<file path="config.mk">
export PLATFORM = sky130hd
export DESIGN_NAME = reorder_buffer
export DESIGN_NICKNAME = d
export VERILOG_FILES = /design/src/rtl/rob_pkg.sv /design/src/rtl/reorder_buffer.sv
export SDC_FILE = /design/constraint.sdc
export NUM_CORES = 1
export LEC_CHECK = 0
export ABC_AREA = 1
export BUFFER_PORTS_ARGS = -buffer_cell sky130_fd_sc_hd__buf_2
export CAP_MARGIN = 10
export CORE_MARGIN = 4
export CORE_UTILIZATION = 30
export DETAILED_ROUTE_END_ITERATION = 8
export GPL_ROUTABILITY_DRIVEN = 0
export PLACE_DENSITY_LB_ADDON = 0.1
export RECOVER_POWER = 50
export SYNTH_ARGS = -nofsm -noshare
export SYNTH_HDL_FRONTEND = slang
export SYNTH_SLANG_ARGS = --single-unit
</file>
<file path="constraint.sdc">
create_clock -name clk -period 6.45 [get_ports clk]
set_input_delay 0.3225 -clock clk [delete_from_list [all_inputs] [get_ports clk]]
set_output_delay 0.3225 -clock clk [all_outputs]
set_load 0.02 [all_outputs]
</file>
<file path="src/rtl/rob_pkg.sv">
// Shared constants and types for the reorder buffer.
package rob_pkg;

   localparam int unsigned ROB_DEPTH = 8;
   localparam int unsigned ROB_TAG_W = 3;
   localparam int unsigned ROB_CNT_W = 4;
   localparam int unsigned ROB_RD_W  = 5;
   localparam int unsigned ROB_DW    = 32;

   typedef logic [ROB_TAG_W-1:0] rob_tag_t;
   typedef logic [ROB_CNT_W-1:0] rob_cnt_t;

   typedef struct packed {
      logic                busy;
      logic                ready;
      logic [ROB_RD_W-1:0] rd;
      logic [ROB_DW-1:0]   data;
   } rob_entry_t;

endpackage

</file>
<file path="src/rtl/reorder_buffer.sv">
// 8-entry in-order-commit reorder buffer with CDB capture and operand query ports.
// Define ROB_BYPASS_EN to enable query forwarding; otherwise query outputs are tied to 0.
module reorder_buffer
   import rob_pkg::*;
(
   input  logic                clk,
   input  logic                rst,
   input  logic                flush,
   input  logic                alloc_valid,
   input  logic [ROB_RD_W-1:0] alloc_rd,
   output logic                alloc_ready,
   output rob_tag_t            alloc_tag,
   output logic                rf_allocate,
   input  logic                cdb_valid,
   input  rob_tag_t            cdb_tag,
   input  logic [ROB_DW-1:0]   cdb_data,
   output logic                rf_load,
   output logic [ROB_RD_W-1:0] rf_dest,
   output logic [ROB_DW-1:0]   rf_data,
   output rob_tag_t            commit_tag,
   input  rob_tag_t            qry_tag_a,
   input  rob_tag_t            qry_tag_b,
   output logic                qry_ready_a,
   output logic                qry_ready_b,
   output logic [ROB_DW-1:0]   qry_data_a,
   output logic [ROB_DW-1:0]   qry_data_b
);

   rob_entry_t entries_q [ROB_DEPTH];
   rob_entry_t entries_d [ROB_DEPTH];
   rob_tag_t   head_q, head_d;
   rob_tag_t   tail_q, tail_d;
   rob_cnt_t   count_q, count_d;
   logic       alloc_accept;
   logic       commit;

   // Full check uses the pre-edge count, so a same-cycle commit never frees a slot.
   assign alloc_ready  = rst || (count_q < rob_cnt_t'(ROB_DEPTH));
   assign alloc_tag    = tail_q;
   assign rf_allocate  = alloc_valid && alloc_ready;
   assign alloc_accept = rf_allocate && !flush;

   assign commit     = !rst && !flush && entries_q[head_q].busy && entries_q[head_q].ready;
   assign rf_load    = commit;
   assign rf_dest    = entries_q[head_q].rd;
   assign rf_data    = entries_q[head_q].data;
   assign commit_tag = head_q;

   always_comb begin
      entries_d = entries_q;
      head_d    = head_q;
      tail_d    = tail_q;
      count_d   = count_q;
      if (flush) begin
         for (int unsigned i = 0; i < ROB_DEPTH; i++) begin
            entries_d[i].busy  = 1'b0;
            entries_d[i].ready = 1'b0;
         end
         head_d  = '0;
         tail_d  = '0;
         count_d = '0;
      end else begin
         if (cdb_valid && entries_q[cdb_tag].busy) begin
            entries_d[cdb_tag].ready = 1'b1;
            entries_d[cdb_tag].data  = cdb_data;
         end
         if (commit) begin
            entries_d[head_q].busy  = 1'b0;
            entries_d[head_q].ready = 1'b0;
            head_d                  = head_q + 3'd1;
         end
         // Applied last so allocation wins over a CDB write to the same slot.
         if (alloc_accept) begin
            entries_d[tail_q].busy  = 1'b1;
            entries_d[tail_q].ready = 1'b0;
            entries_d[tail_q].rd    = alloc_rd;
            tail_d                  = tail_q + 3'd1;
         end
         count_d = count_q + rob_cnt_t'(alloc_accept) - rob_cnt_t'(commit);
      end
   end

   always_ff @(posedge clk) begin
      if (rst) begin
         for (int unsigned i = 0; i < ROB_DEPTH; i++) begin
            entries_q[i].busy  <= 1'b0;
            entries_q[i].ready <= 1'b0;
         end
         head_q  <= '0;
         tail_q  <= '0;
         count_q <= '0;
      end else begin
         entries_q <= entries_d;
         head_q    <= head_d;
         tail_q    <= tail_d;
         count_q   <= count_d;
      end
   end

`ifdef ROB_BYPASS_EN
   logic hit_a, hit_b;

   assign hit_a = cdb_valid && (cdb_tag == qry_tag_a);
   assign hit_b = cdb_valid && (cdb_tag == qry_tag_b);

   assign qry_ready_a = !rst && (hit_a || (entries_q[qry_tag_a].busy && entries_q[qry_tag_a].ready));
   assign qry_ready_b = !rst && (hit_b || (entries_q[qry_tag_b].busy && entries_q[qry_tag_b].ready));
   assign qry_data_a  = rst ? '0 : (hit_a ? cdb_data : entries_q[qry_tag_a].data);
   assign qry_data_b  = rst ? '0 : (hit_b ? cdb_data : entries_q[qry_tag_b].data);
`else
   logic unused_qry;

   assign unused_qry  = ^{qry_tag_a, qry_tag_b};
   assign qry_ready_a = 1'b0;
   assign qry_ready_b = 1'b0;
   assign qry_data_a  = '0;
   assign qry_data_b  = '0;
`endif

endmodule

</file>
==> metrics, run 1 <==
CTS tree done; first-pass GRT wire length 52500 um; final hold slack 0.151 ns; drt wl/cell 18.8 um; starting DRC count in detailed routing 474; Overall Global Routing Usage 13.7%; status complete, no violations; Hold Path Class input pin to register; Worst R2R End count_q[2]$_SDFF_PN0_; Slew HR 41.2%; H-tree depth 2; synthesized cell area 13800 um^2; largest net degree at the start of global routing 82; Vias/cell 4.50; required time of the critical path 6.13 ns; Synth Register Bits 322; Hold Path End entries_q[196]$_DFFE_PP_; Post-synth top flop edfxtp_1; clk_lat worst skew 0.52 ns; Final Instance Count excl. Fillers 1858; placed insts 1792; area of the die 49400 um^2; DR top layer met4; Post-synth ARST share 0%; share of cells above drive strength 1 11.4%; PortBufs 90; ranking of synthesized cells by area edfxtp_1 (65%), nor2_1 (5.3%), o21ai_0 (4.9%), buf_4 (3.9%), o21a_1 (3.9%); Antenna Nets Post-Route 0; M1 wire length 16400 um; Syn-to-layout area delta 13.7%; grt ovf 0; met3 WL 1470 um; worst-case clock skew 0.0103 ns; initial antenna violation count 2; largest buffer count on any clock path 3; crit path kind register to primary output; Post-CTS Setup Inserts 0; Post-synth EDFFs 296; Synth Instances 1145; # setup viols final 0; max-slew violations 0; flop-to-flop setup slack 3.01 ns; crit path max fanout 81; Cell Pwr Density 279 nW/um^2; most frequent cells after synthesis edfxtp_1 (296), nor2_1 (194), o21ai_0 (134), nand2_1 (104); leakage 5.37 nW; CTS Root Cell clkbuf_16; Max-Cap Viols 0; vias in the first global route 8166; post-CTS sizing 0; # rows 78; hpwl dp 19700 um; CTS Hold Bufs 0; Peak VDD IR 0.000138 V; core area 45400 um^2; Max Freq 0.272 GHz; post-synthesis sequential area ratio 68.3%; Worst EP arrival 3.36 ns; Worst setup EP type primary output; yosys warns 0; worst reg2reg path depth 14; final net count 1290; die height 222 um; post-synth top area share 64.6%; worst reg2reg startpoint commit_tag[2]$_SDFFE_PN0N_; Yosys top cell by area edfxtp_1; hold path depth 1; top-count cell post-synth edfxtp_1; via count 8359; min Tclk post-route 3.68 ns; RSZ-0062 raised after global routing no; final WL 34900 um; CP Launch Type register; WL met2 16400 um; # DRC 0; I/O pins 163; Worst Tran Pin Value 0.882 ns; Worst-path clk slew 0.06 ns; Initial Utilization 30.3%; CTS Sinks 322; Yosys cell types 35; clock buffer count from CTS 38; syn_area_per_cell 12.0 um^2; final hold violations 0; hold path startpoint cdb_data[1]; final period utilization 57.1%; Die W 222 um; first drt pass iteration count 5; TNS Setup 0 ns
[worst max path at each step]
| stage | start | endpoint | slack [ns] |
|---|---|---|---|
| after floorplan | flush | entries_q[195]$_DFFE_PP_ | 2.77 |
| after global placement | commit_tag[2]$_SDFFE_PN0N_ | count_q[2]$_SDFF_PN0_ | 2.92 |
| after detailed placement | commit_tag[2]$_SDFFE_PN0N_ | count_q[2]$_SDFF_PN0_ | 2.91 |
| after CTS | commit_tag[0]$_SDFFE_PN0N_ | rf_dest[0] | 2.64 |
| after global routing | commit_tag[0]$_SDFFE_PN0N_ | rf_data[0] | 2.45 |
| final | commit_tag[0]$_SDFFE_PN0N_ | rf_dest[0] | 2.77 |
[stage by stage]
step | utilization [%] | power [mW] | instance area [um^2] | worst slack (ns)
2_1_floorplan | - | 2.42 | 14000 | 2.77
3_3_place_gp | 32.2 | 2.43 | 14600 | 2.92
3_5_place_dp | 32.2 | 2.43 | 14600 | 2.91
4_1_cts | 34.7 | 4.43 | 15800 | 2.64
5_1_grt | 34.5 | 4.52 | 15700 | 2.45
6_report | 34.5 | 4.36 | 15700 | 2.77
[routing by layer]
metal / global-route usage, % / up-vias
li1: - / 4109
met1: 19.3 / 4037
met2: 22.2 / 170
met3: 2.64 / 43
met4: 2.88 / 0
met5: 0 / -
[flip-flops by register name, summed over array words and instances, names as in the netlist]
register / cells
alloc_tag: 3
commit_tag: 3
count_q: 4
entries_q: 312
[kinds of logic after synthesis]
logic type	Yosys count	share of synthesized area (%)
fa+ha+maj	7	0.691
simple gates	356	11.1
xor+xnor	3	0.191
other cells	1	0.0272
buf+inv	190	7.61
flops	322	68.3
compound gates	266	12.0
[cell usage in the layout, fill, tap and decap left out, types with 5 or more instances in the layout]
cell type,count
nor3_1,12
clkbuf_16,41
buf_4,17
nand3_1,19
nand3b_1,5
conb_1,66
clkinv_1,7
edfxtp_1,296
nor2_4,11
a21oi_1,5
ha_1,6
buf_2,51
o21ai_1,17
o21a_1,72
nor2_1,186
o21ai_0,134
nand4_1,8
clkinv_2,6
inv_1,60
nand2_1,104
dfxtp_1,25
o2111ai_1,36
clkbuf_1,48
[critical path, stage by stage (launching register included)]
cell	delay (ns)
dfxtp_4	0.50
inv_4	0.70
buf_4	0.81
o21ai_0	0.34
o2111ai_1	0.23
buf_2	0.22
[power breakdown]
group          total (mW)  internal, mW  switching (mW)
sequential           2.28          2.28         0.00138
clock                1.98          1.17           0.811
combinational       0.105        0.0160          0.0888
total                4.36          3.46           0.901
[final cells by class]
cell class                 count  area (um^2)
fill                        4583        29700
sequential                   322         9410
multi-input combinational    698         3570
clock buffer                  52         1090
tap                          600          751
timing repair buffer         107          529
inverter                      65          248
clock inverter                12         51.3
antenna                        2         5.00
Power figures use the tool's default switching activity.
==> run 2, diff against run 1 <==
--- a/config.mk
+++ b/config.mk
@@ -5,7 +5,7 @@
 export SDC_FILE = /design/constraint.sdc
 export NUM_CORES = 1
 export LEC_CHECK = 0
-export ABC_AREA = 1
+export ABC_AREA = 0
 export BUFFER_PORTS_ARGS = -buffer_cell sky130_fd_sc_hd__buf_2
 export CAP_MARGIN = 10
 export CORE_MARGIN = 4
==> constraint.sdc (replaced) <==
create_clock -name clk -period 3.5 [get_ports clk]
set_input_delay 0.175 -clock clk [delete_from_list [all_inputs] [get_ports clk]]
set_output_delay 0.175 -clock clk [all_outputs]
set_load 0.02 [all_outputs]
==> metrics, run 2 <==
Max Freq 0.335 GHz; gr busiest metal met2; first drt pass iteration count 4 (-1); final worst setup slack 0.514 ns (-2.25 ns); M2 GR Usage 21.8% (-0.41 points); Worst EP arrival 2.81 ns (-0.55 ns); worst-case clock skew 0.0136 ns (+0.00333 ns); Yosys top cell by area edfxtp_1; TNS Setup 0 ns (unchanged); slowest cell on the critical path buf_4; Synth Register Bits 322 (unchanged); # DRC 0 (unchanged); crit path max fanout 48 (-41%); top-count cell post-synth edfxtp_1; clk_lat worst skew 0.54 ns (+0.02 ns); initial antenna violation count 0 (-2); core area 44200 um^2 (-2.6%); Yosys cell types 42 (+20%); max-slew violations 14 (+14); Post-synth EDFFs 296 (unchanged); RSZ-0062 raised after global routing no; final WL 30800 um (-12%); Pwr Total 8.13 mW (+86%); Cell Pwr Density 509 nW/um^2 (+83%); Largest register FFs 312 (unchanged); largest net degree at the start of global routing 50 (-39%); yosys warns 0 (unchanged); Synth Instances 723 (-37%); final hold violations 0 (unchanged); post-CTS sizing 0 (unchanged); Hold Path Class input pin to register; PortBufs 90 (unchanged); most frequent cells in the layout edfxtp_1 (296), mux4_2 (78), conb_1 (66), buf_2 (53), clkbuf_1 (47); Vias/cell 4.59 (+2.0%); Initial Utilization 30.3% (about the same); Max-Cap Viols 2 (+2); GR Util met1 17.0% (-2.3 points); Peak VDD IR 0.000243 V (+76%); status complete, but fails checks; Reg with most FFs entries_q; Syn-to-layout area delta 19.0%; CP Cell Sequence buf_4 > mux4_2 > mux2_2 > buf_2; final hold slack 0.0426 ns (-0.108 ns); hpwl dp 18600 um (-5.7%); first-pass GRT wire length 46100 um (-12%); leakage 5.06 nW (-5.8%); Post-DP Area 14500 um^2 (-0.74%); Largest regs entries_q: 312 flops, count_q: 4 flops; min Tclk post-route 2.99 ns; clock buffer count from CTS 38 (unchanged); synthesized cell area 13400 um^2 (-2.5%); Post-Layout Inst Area 16000 um^2 (+2.0%); dpl ws 0.601 ns (-2.31 ns); Slew HR -6.80% (-48 points); Worst Tran Pin Value 1.59 ns (+0.706 ns); Overall Global Routing Usage 12.9% (-0.76 points); share of cells above drive strength 1 28.2% (+17 points); CTS Root Cell clkbuf_16; I/O pins 163 (unchanged); crit path kind register to primary output; most frequent cells after synthesis edfxtp_1 (296), mux4_2 (78), buf_4 (67), and2_1 (44), mux2_2 (41); Die W 219 um (-1.2%); drt wl/cell 20.6 um (+10%); die height 219 um (-1.2%); via count 6854 (-18%); Antenna Nets Post-Route 0 (unchanged); # rows 77 (-1.3%); # setup viols final 0 (unchanged); starting DRC count in detailed routing 508 (+7.2%); Post-synth ARST share 0% (unchanged); CP Launch Type register; CTS tree done; final net count 932 (-28%); final period utilization 85.3%; fillers 4168 (-9.1%); failing checks max-capacitance violations, max-slew violations; grt ovf 0 (unchanged); delay of the slowest critical-path stage 0.77 ns (-0.04 ns); fin util 36.1% (+1.6 points); ANT cells 0 (-2); commonest non-fill, non-tap cell in the layout edfxtp_1; syn_area_per_cell 18.6 um^2 (+54%); Final Instance Count excl. Fillers 1494 (-20%); area of the die 48200 um^2 (-2.4%); post-synthesis sequential area ratio 70.1% (+1.8 points); Worst-path clk slew 0.05 ns (about the same); required time of the critical path 3.32 ns (-2.81 ns); met3 Use GR 2.84% (+0.20 points); ranking of synthesized cells by area edfxtp_1 (66%), mux4_2 (13%), dfxtp_1 (3.9%), buf_4 (3.7%), mux2_2 (3.4%); vias in the first global route 7341 (-10%); H-tree depth 2 (unchanged); Worst setup EP type primary output; placed insts 1392 (-22%); Post-synth top flop edfxtp_1; largest buffer count on any clock path 3 (unchanged); post-synth top area share 66.2% (+1.7 points); CTS Sinks 322 (unchanged)
==> run 2: cell count changes after synthesis, moves of 44 or more <==
| cell | change |
|---|---|
| mux4_2 | +78 |
| nor2_1 | -174 |
| and2_1 | +44 |
| nand2_1 | -86 |
| o21a_1 | -72 |
| o21ai_0 | -134 |
| inv_1 | -49 |
==> run 2: worst paths after layout <==
| path | slack (ns) | depth (start not counted) | from | to |
|---|---|---|---|---|
| setup reg to reg | 0.60 | 10 | commit_tag[0]$_SDFFE_PN0N_ | count_q[2]$_SDFF_PN0_ |
| hold reg to reg | 0.50 | 2 | entries_q[194]$_SDFF_PN0_ | entries_q[194]$_SDFF_PN0_ |
| hold / removal | 0.04 | 2 | alloc_rd[3] | entries_q[74]$_DFFE_PP_ |
| setup / recovery | 0.51 | 4 | commit_tag[0]$_SDFFE_PN0N_ | rf_data[17] |
==> run 2: where the power goes <==
group	internal [mW]	leakage (nW)	switching, mW	total, mW
sequential	4.20	2.87	0.00376	4.20
combinational	0.0583	1.62	0.168	0.226
clock	2.23	0.574	1.47	3.70
total	6.48	5.06	1.64	8.13
==> run 2: layout make-up <==
cell class              count  area (um^2)  share of cell area (%)
clock inverters            21          195                    1.22
flip-flops and latches    322         9420                    59.0
well taps                 592          741                    4.64
multi-input cells         361         3640                    22.8
inverters                   8         30.0                   0.188
repair buffers            143          958                    6.00
clock buffers              47          985                    6.17
==> run 2: what timing repair did <==
action                                  in CTS  in global routing
setup buffers                                0                  0
hold endpoints to repair                   264                  0
endpoints found under the setup margin       0                  0
hold buffers                                34                  0
==> run 2: cell families (layout without fill, tap and decap cells) <==
logic type	after synthesis	after routing	synth area share [%]
adders and majority gates	7	7	0.709
xor gates and xnor gates	4	4	0.261
and+or+nand+nor	132	132	5.44
buffers and inverters	105	219	5.07
DFF	322	322	70.1
other	1	66	0.0279
muxes	123	123	16.8
AOI/OAI and AO/OA	29	29	1.54
==> run 2: worst max-delay path, delay by kind of cell, from the launching register on <==
kind	cells	cell delay, ns
mux	2	0.91
flops	1	0.39
buf+inv	2	0.94
==> run 2: metal layers <==
| layer | part of all wire [%] | wire length [um] | up-vias |
|---|---|---|---|
| met4 | 1.8 | 561 | 0 |
| met2 | 50 | 15500 | 156 |
| met5 | 0 | 0 | - |
| met3 | 4.6 | 1410 | 40 |
| li1 | - | - | 3056 |
| met1 | 43 | 13400 | 3602 |
